**config.mk**
```make
export PLATFORM = sky130hd
export DESIGN_NAME = fc_w_rd_sched
export DESIGN_NICKNAME = d
export VERILOG_FILES = /design/src/rtl/fc_w_rd_sched.sv
export SDC_FILE = /design/constraint.sdc
export NUM_CORES = 1
export LEC_CHECK = 0
export CAP_MARGIN = 20
export CORE_MARGIN = 5
export CORE_UTILIZATION = 49
export DETAILED_ROUTE_END_ITERATION = 7
export PLACE_DENSITY_LB_ADDON = 0.2
export SYNTH_ARGS = -nofsm -noshare
export SYNTH_HDL_FRONTEND = slang
export SYNTH_SLANG_ARGS = --single-unit
export TNS_END_PERCENT = 30
```
**constraint.sdc**
```tcl
create_clock -name clk -period 1.8 [get_ports clk]
set_input_delay 0.27 -clock clk [delete_from_list [all_inputs] [get_ports clk]]
set_output_delay 0.27 -clock clk [all_outputs]
set_load 0.05 [all_outputs]
```
**src/rtl/fc_w_rd_sched.sv**
```systemverilog
// fc_w_rd_sched: dual-port weight BRAM read scheduler issuing two rows per cycle with RD_LAT-aligned valids.
module fc_w_rd_sched #(
    parameter int ADDR_W = 10,
    parameter int RD_LAT = 2
) (
    input  logic              clk,
    input  logic              rst,
    input  logic              start,
    input  logic [ADDR_W-1:0] base_addr,
    input  logic [ADDR_W:0]   row_cnt,
    input  logic              stall,
    output logic              fc_w_bram_ena,
    output logic [ADDR_W-1:0] fc_w_bram_addra,
    output logic              fc_w_bram_enb,
    output logic [ADDR_W-1:0] fc_w_bram_addrb,
    output logic              w_valid_a,
    output logic              w_valid_b,
    output logic              busy,
    output logic              done
);
    localparam logic [1:0] IDLE  = 2'd0;
    localparam logic [1:0] ISSUE = 2'd1;
    localparam logic [1:0] DRAIN = 2'd2;
    localparam logic [1:0] FIN   = 2'd3;
    // every pipeline stage except the output stage: reads still on their way
    localparam logic [RD_LAT-1:0] PEND = RD_LAT'((1 << (RD_LAT - 1)) - 1);

    logic [1:0]        state;
    logic [ADDR_W:0]   rem;
    logic [ADDR_W-1:0] addr_a;
    logic [ADDR_W-1:0] addr_b;
    logic [RD_LAT-1:0] sr_a;
    logic [RD_LAT-1:0] sr_b;
    logic              issue;

    assign issue           = (state == ISSUE) && !stall;
    assign fc_w_bram_ena   = issue;
    assign fc_w_bram_enb   = issue && (rem > (ADDR_W+1)'(1));
    assign fc_w_bram_addra = addr_a;
    assign fc_w_bram_addrb = addr_b;
    assign w_valid_a       = sr_a[RD_LAT-1];
    assign w_valid_b       = sr_b[RD_LAT-1];
    assign busy            = (state == ISSUE) || (state == DRAIN);
    assign done            = (state == FIN);

    always_ff @(posedge clk) begin
        if (rst) begin
            state  <= IDLE;
            rem    <= '0;
            addr_a <= '0;
            addr_b <= '0;
            sr_a   <= '0;
            sr_b   <= '0;
        end else begin
            sr_a <= RD_LAT'({sr_a, fc_w_bram_ena});
            sr_b <= RD_LAT'({sr_b, fc_w_bram_enb});
            if (state == IDLE && start) begin
                state  <= (row_cnt == '0) ? FIN : ISSUE;
                rem    <= row_cnt;
                addr_a <= base_addr;
                addr_b <= base_addr + ADDR_W'(1);
            end else if (issue) begin
                rem    <= rem - (ADDR_W+1)'(2);
                addr_a <= addr_a + ADDR_W'(2);
                addr_b <= addr_b + ADDR_W'(2);
                if (rem <= (ADDR_W+1)'(2)) state <= DRAIN;
            end else if (state == DRAIN && (sr_a & PEND) == '0) begin
                state <= FIN;
            end else if (state == FIN) begin
                state <= IDLE;
            end
        end
    end
endmodule

```
-- Word-level counts from Yosys, hierarchy flattened
Index checks and enable logic that the tools add are counted.
- flip-flop bits (word level): 37
- bits of input ports: 25
- output and inout port bits: 26
- mux-type cells: 12
- reduce and logical (&&, ||, !) cells: 12
- equal/unequal tests: 4
- magnitude comparators: 2
- add/subtract/negate cells: 4
- operator list (cell ; count):
    2-to-1 mux 10 bit ; 4
    2-to-1 mux 11 bit ; 2
    adder 10 x 2 -> 10 bit, second input constant ; 2
    2-to-1 mux 2 bit ; 6
    greater-than comparator 11 x 1 -> 1 bit, second input constant ; 1
    less-or-equal comparator 11 x 2 -> 1 bit, second input constant ; 1
    logical NOT 11 bit ; 1
    subtractor 11 x 2 -> 11 bit, second input constant ; 1
    adder 10 x 1 -> 10 bit, second input constant ; 1
    == test 2 bit, second input constant ; 2
    logical AND 1 bit ; 4
    logical NOT 2 bit ; 2
    nonzero test 4 bit ; 1
    inequality test 3 x 1 -> 1 bit, second input constant ; 1
    == test 2 x 1 -> 1 bit, second input constant ; 1
    AND reduction 2 bit ; 1
    nonzero test 2 bit ; 1
    logical NOT 1 bit ; 1
    logical OR 1 bit ; 1

-- Depth between registers and ports, before layout
Gate-level depths: netlist of the first run.
- depth in word-level cells: 5
- gate-level depth with buffers: 9

-- Worst setup path before layout of the first run
Ideal clock, no wire load.
- path type: register to output
- start point: register state[1]
- end point: output fc_w_bram_enb
- slack: -0.062 ns
- stages on the path, launching flop included: 8
- arrival: 1.592 ns
- buffers on the path: 2
- data required time: 1.530 ns
- path through: dfxtp_1 -> inv_1 -> ha_1 -> nand2b_1 -> buf_4 -> inv_2 -> buf_6 -> o21a_1
- cells in the longest elaborated chain, start to end: 3
- RTL lines (item ; RTL line ; RTL):
    from (decl) ; 28 ; logic [1:0] state;
    from (signal assigned) ; 58 ; state <= (row_cnt == '0) ? FIN : ISSUE;
    == test 2 x 1 -> 1 bit ; 36 ; assign issue = (state == ISSUE) && !stall;
    logical AND 1 bit ; 36 ;
    named net fc_w_bram_ena ; 12 ; output logic fc_w_bram_ena,
    logical AND 1 bit ; 38 ; assign fc_w_bram_enb = issue && (rem > (ADDR_W+1)'(1));
    to (decl) ; 14 ; output logic fc_w_bram_enb,
The timed path passes the listed nets, and every way through them passes these cells.

-- Worst setup path in the final report of the first run
- start point: register rem[8]
- end point: output fc_w_bram_enb
- cells in the longest elaborated chain, start to end: 2
- RTL lines (item ; RTL line ; RTL):
    from (decl) ; 29 ; logic [ADDR_W:0] rem;
    from (signal assigned) ; 59 ; rem <= row_cnt;
    from (signal assigned) ; 63 ; rem <= rem - (ADDR_W+1)'(2);
    greater-than comparator 11 x 1 -> 1 bit ; 38 ;
    logical AND 1 bit ; 38 ;
No other way between the ends.

==> summary.md, run 1 <==
| Metric | Value |
|---|---|
| Arrival @ worst endpoint | 1480 ps |
| First-pass GRT wire length | 9470 um |
| Layout cell share with drive strength beyond 1 | between 20% and 30% |
| Crit path kind | reg2out |
| Worst slew margin | 66.2% |
| Largest net degree at the start of global routing | 39 |
| Avg Cell Area, Syn | 8.47 um2 |
| Total leakage power | 0.00109 uW |
| Die H | approximately 75 um |
| Pre-CTS WS | -166 ps |
| Wirelength per Cell | 15.4 um |
| Max incr delay on CP | 380 ps |
| Top Family by Delay on Critical Path | simple AND/OR/NAND/NOR gates |
| Starting Density | 51.6% |
| Worst Hold Class | reg2reg |
| Routed wire length | between 5000 and 6000 um |
| Tcrit/Tclk final | between 90 and 100% |
| Synth Register Bits | 37 |
| Crit path time final | between 1500 and 2000 ps |
| Floorplan row count | 23 |
| Number of global-route vias before repair | 2043 |
| CTS Buf Count | 5 |
| Crit path launch type | flop |
| Element type at the critical path end | output port |
| Detail Route Antenna Nets | 0 |
| Post-CTS Hold Fix Bufs | 0 |
| First-pass DRT Iterations | 4 |
| Post-synth top area cell | dfxtp_1 |
| Async SR Flop Fraction | 0% |
| Initial antenna violation count | 0 |
| Worst path cell trace | nor4_4 -> nand2_1 -> o21a_2 -> buf_12 |
| Via-to-Cell Ratio | 5.70 |
| Residual DRC | 0 |
| Setup violators final | 0 |
| CTS sink cnt | 37 |
| Layout area overhead | 40.4% |
| # IOs | 51 |
| Non-Filler Instances | 366 |
| Seq/Total Area, Yosys | 35.4% |
| Setup TNS | 0 ps |
| Fillers | 340 |
| Setup WS post-layout | 47.7 ps |
| VDD IR-drop max | 1.19 mV |
| Worst EP required | ~1500 ps |
| Tightest Pin Transition | 506 ps |
| DRT iter0 DRCs | 195 |
| RePlAce Congestion | 0.829 |
| Max-Cap Viols | 0 |
| Most numerous cell in the Yosys netlist | dfxtp_1 |
| Setup Skew | 4.44 ps |
| Die ar. | around 5700 um2 |
| Core Region | about 4100 um2 |
| Syn_nets | 281 |
| H-Tree Depth | 2 |
| YS warnings | 0 |
| Clock tree from TritonCTS | done |
| Max-slew violation count | 0 |
| Clock Latency Late Sink | around 300 ps |
| IO buf count | 50 |
| Post-synth top cells | 37 x dfxtp_1, 29 x nor2_1, 27 x nand2_1 |
| Cells after DPL | around 360 |
| RSZ-0062 raised after global routing | yes |
| Dominant synthesized flop cell | dfxtp_1 |
| Via count | 2085 |
| Overflow after GRT | 0 |
| Highest clock rate | 0.571 GHz |
| Critical Path Fanout Max | 4 |
| DP HPWL | 3990 um |
| Status | finished, final reports clean |
| Synth top area share | 35.4% |
| Number of flops mapped to enable cells by yosys | 0 |
| CTS Buffer Depth | 2 |
| Distinct cells, synth | 43 |
| Root buffer cell | clkbuf_8 |
| DIE WIDTH | around 75 um |
| Clk slew on worst S/H paths | approximately 70 ps |
| Dominant cells by area after synthesis | dfxtp_1 35%, a211oi_1 7.9%, xor2_1 5.9% |
| Mapped Cells | about 250 |
| Critical-path top delay cell | nor4_4 |
| Final hold violation count | 0 |
| Post-synthesis cell area | 2090 um2 |
| Pwr dens | 1430 nW/um2 |
| Crit path buf inv count | 1 |
| ANT cells | 0 |
| GRT Total Usage | 21.9% |
| Nets | between 300 and 400 |
report_power, final:
group	total (uW)	switching [uW]	internal (uW)
Sequential	1320	278	1050
Combinational	2230	1310	921
Clock	656	310	346
Total	4210	1900	2310
cell usage in the layout, fill, tap and decap left out, types with 2 or more instances in the layout:
master,synthesis,final
o211ai_1,2,2
o21a_1,3,2
clkdlybuf4s50_1,0,29
o21ai_0,3,3
buf_4,1,39
inv_2,1,3
clkbuf_8,0,7
a211oi_1,22,22
o31a_1,2,2
dfxtp_1,37,35
ha_1,9,7
xor2_1,14,14
nand4_1,8,8
nor2b_1,4,4
inv_1,5,2
nand2_1,27,27
dfxtp_2,0,2
a21oi_1,5,5
nor4_4,1,2
buf_12,0,5
nor3_1,12,12
xnor2_1,12,12
nand4b_1,4,4
nor4_1,7,6
a311oi_1,4,4
nand3_1,6,6
nor2_1,29,29
ha_4,0,2
per-stage QoR:
stage	cell area (um2)	util [%]	hold WS (ps)	total power [uW]
4_1_cts	2920	72.0	464	4200
3_5_place_dp	2770	68.3	450	3450
5_1_grt	2940	72.4	476	4470
3_3_place_gp	2770	68.3	417	3410
2_1_floorplan	2090	-	406	2700
6_report	2940	72.4	459	4210
cell families (layout without fill, tap and decap cells):
logic type	after synthesis	after routing	share of synthesized area (%)
DFF	37	37	35.4
and+or+nand+nor	107	107	26.9
buffers and inverters	19	88	3.95
xor gates and xnor gates	26	26	10.9
adders and majority gates	9	9	5.38
AOI/OAI and AO/OA	49	49	17.5
layout make-up:
type / count / area, um2 / share of cell area, %
well taps: 50 / 62.6 / 2.13
clock inverters: 1 / 5.00 / 0.170
flip-flops and latches: 37 / 743 / 25.3
multi-input cells: 191 / 1310 / 44.6
repair buffers: 74 / 694 / 23.6
clock buffers: 7 / 96.3 / 3.28
inverters: 6 / 25.0 / 0.852
state kept, by name, indices dropped and copies added (netlist names):
register and cells:
state 2, sr_b 2, rem 11, fc_w_bram_addra 10
sr_a 2, fc_w_bram_addrb 10
metal layers:
layer	vias to the layer above	global-route usage, %	part of all wire [%]
met3	4	6.07	6.2
met5	-	0	0
met2	60	34.9	48
met1	978	28.6	45
li1	1043	-	-
met4	0	7.38	0.76
worst paths after layout:
kind | from | endpoint | slack, ps | depth (start not counted)
setup / recovery | rem[8] | fc_w_bram_enb | 50 | 4
hold / removal | sr_b[0] | sr_b[1] | 460 | 1
setup reg to reg | state[1] | state[1] | 110 | 8
hold reg to reg | sr_b[0] | sr_b[1] | 460 | 1
worst register-to-register path, delay by kind of cell, from the launching register on:
family,cells,cell delay (ps)
AND/OR/NAND/NOR,2,420
flip-flops,1,390
buffers and inverters,3,300
AO/OA/AOI/OAI,2,290
adder cells (fa/ha/maj),1,190
repair_timing:
| item | CTS | global route |
|---|---|---|
| cloned | 0 | 0 |
| resized for setup | 8 | 5 |
| pin swaps | 1 | 1 |
| setup buffers | 2 | 0 |
| endpoints found under the setup margin | 6 | 8 |
Note: power is estimated with default switching activity, not from simulation.
==> run 2, diff against run 1 <==
- CORE_ASPECT_RATIO: default -> 0.7
- GPL_ROUTABILITY_DRIVEN: default -> 0
==> run 2 against run 1 <==
Effect of this change:
- critical endpoint unchanged
- wire length rose by 6.2%
- highest routed layer unchanged
- core utilization rose by 1.1 points
- first-iteration DRC count fell by 22%
==> summary.md, run 2 (synthesized netlist as in run 1, its figures left out) <==
| Metric | Value |
|---|---|
| Status | finished, final reports clean (unchanged) |
| Setup violators final | 0 (unchanged) |
| Routed wire length | 5970 um (was 5620 um) |
| Layout cell share with drive strength beyond 1 | 24.1% (was 22.2%) |
| Most frequent cells in the layout | 44 x buf_4, 33 x dfxtp_1, 29 x nor2_1, 27 x nand2_1, 27 x clkdlybuf4s50_1 (was 39 x buf_4, 35 x dfxtp_1, 29 x nor2_1, 29 x clkdlybuf4s50_1, 27 x nand2_1) |
| Root buffer cell | clkbuf_8 (unchanged) |
| Max-slew violation count | 0 (unchanged) |
| H-Tree Depth | 2 (unchanged) |
| Overflow after GRT | 0 (unchanged) |
| GRT Total Usage | 20.9% (was 21.9%) |
| DRT iter0 DRCs | 153 (was 195) |
| Largest net degree at the start of global routing | 39 (unchanged) |
| Detail Route Antenna Nets | 0 (unchanged) |
| Layout area overhead | 41.1% (was 40.4%) |
| Number of global-route vias before repair | 2000 (was 2043) |
| Highest clock rate | 0.559 GHz (was 0.571 GHz) |
| Dpl cell area | 2800 um2 (was 2770 um2) |
| Worst path cell trace | inv_2 -> ha_1 -> nand2_1 -> a32oi_2 -> o21a_2 -> buf_12 (was nor4_4 -> nand2_1 -> o21a_2 -> buf_12) |
| Core Region | 4020 um2 (was 4060 um2) |
| Worst EP required | 1530 ps (about the same) |
| Critical Path Fanout Max | 5 (was 4) |
| Worst Hold Class | reg2reg (unchanged) |
| Wirelength per Cell | 16.1 um (was 15.4 um) |
| Tcrit/Tclk final | 99.5% (was 97.3%) |
| Critical-path top delay cell | dfxtp_4 (was nor4_4) |
| Crit path launch type | flop (unchanged) |
| CTS Buf Count | 5 (unchanged) |
| RSZ-0062 raised after global routing | yes (unchanged) |
| Clock Latency Late Sink | 290 ps (was 300 ps) |
| Largest register FFs | 11 (unchanged) |
| CTS Buffer Depth | 2 (unchanged) |
| Nets | 352 (was 349) |
| Reg with most FFs | rem (unchanged) |
| Most common cell after layout, fill and taps aside | buf_4 (unchanged) |
| Util after Layout | 73.5% (was 72.4%) |
| Hold_ws | 440 ps (was 459 ps) |
| Element type at the critical path end | output port (unchanged) |
| DP HPWL | 4150 um (was 3990 um) |
| Clock tree from TritonCTS | done (unchanged) |
| Setup Skew | 3.83 ps (was 4.44 ps) |
| Top Family by Delay on Critical Path | compound AO/OA/AOI/OAI gates (was simple AND/OR/NAND/NOR gates) |
| First-pass GRT wire length | 9530 um (was 9470 um) |
| First-pass DRT Iterations | 4 (unchanged) |
| CTS sink cnt | 37 (unchanged) |
| Arrival @ worst endpoint | 1520 ps (was 1480 ps) |
| VDD IR-drop max | 1.12 mV (was 1.19 mV) |
| Via-to-Cell Ratio | 5.69 (was 5.70) |
| Pwr dens | 1430 nW/um2 (about the same) |
| Crit path time final | 1790 ps (was 1750 ps) |
| Post-CTS Hold Fix Bufs | 0 (unchanged) |
| Worst slew margin | 66.9% (was 66.2%) |
| Total leakage power | 0.00110 uW (was 0.00109 uW) |
| Max incr delay on CP | 370 ps (was 380 ps) |
| DIE WIDTH | 88.1 um (was 75.3 um) |
| Residual DRC | 0 (unchanged) |
| Final Power | 4210 uW (about the same) |
| Final hold violation count | 0 (unchanged) |
| Initial antenna violation count | 0 (unchanged) |
| Tightest Pin Transition | 495 ps (was 506 ps) |
| IO buf count | 50 (unchanged) |
| Post-route cell area | 2950 um2 (was 2940 um2) |
| Crit path kind | reg2out (unchanged) |
| Starting Density | 52.1% (was 51.6%) |
| Max-Cap Viols | 0 (unchanged) |
| Die ar. | 5700 um2 (was 5680 um2) |
| Die H | 64.7 um (was 75.3 um) |
| Floorplan row count | 19 (was 23) |
| Clk slew on worst S/H paths | 70 ps (about the same) |
| ANT cells | 0 (unchanged) |
| # IOs | 51 (unchanged) |
| Crit path buf inv count | 2 (was 1) |
| Via count | 2111 (was 2085) |
## run 2: layout make-up
type | count | area [um2]
inverters | 6 | 25.0
well taps | 52 | 65.1
multi-input cells | 191 | 1310
clock inverters | 2 | 10.0
clock buffers | 6 | 72.6
flip-flops and latches | 37 | 751
fillers | 296 | 1070
repair buffers | 77 | 721
## run 2: path summary, 6_finish.rpt
path	startpoint	endpoint	slack, ps	cells after the start
hold reg to reg	sr_b[0]	sr_b[1]	440	1
hold / removal	sr_b[0]	sr_b[1]	440	1
setup / recovery	rem[1]	fc_w_bram_enb	10	6
setup reg to reg	state[1]	state[0]	130	8
## run 2: metrics by stage
stage / setup TNS, ps / setup slack, ps / std cells
6_report: 0 / 9.87 / 371
5_1_grt: -74.1 / -69.5 / 371
4_1_cts: 0 / 9.79 / 371
3_5_place_dp: -1280 / -173 / 360
3_3_place_gp: -285 / -61.0 / 360
2_1_floorplan: -28.8 / -28.8 / 247
## run 2: worst register-to-register path, cell delays in order (launching register included)
cell and delay [ps]:
dfxtp_1 380, inv_2 80, ha_4 190, nand2b_1 150
inv_4 70, buf_4 140, nor3_1 310, buf_4 170
a211oi_1 60
## run 2: per-layer routing
layer	GRT usage [%]	vias to the layer above	routed length, um
met4	5.09	0	59
met2	30.3	66	2690
met1	31.3	988	2830
met3	4.68	8	385
met5	0	-	0
li1	-	1049	-
## run 2: repair_timing
action,4_1_cts,5_1_grt
gates resized for setup,7,9
setup endpoints to repair,4,4
hold endpoints to repair,0,0
pin swaps,0,3
buffers inserted,3,0
## run 2: report_power, final
| group | switching, uW | total [uW] | internal [uW] |
|---|---|---|---|
| Sequential | 279 | 1330 | 1050 |
| Clock | 301 | 570 | 269 |
| Combinational | 1350 | 2310 | 955 |
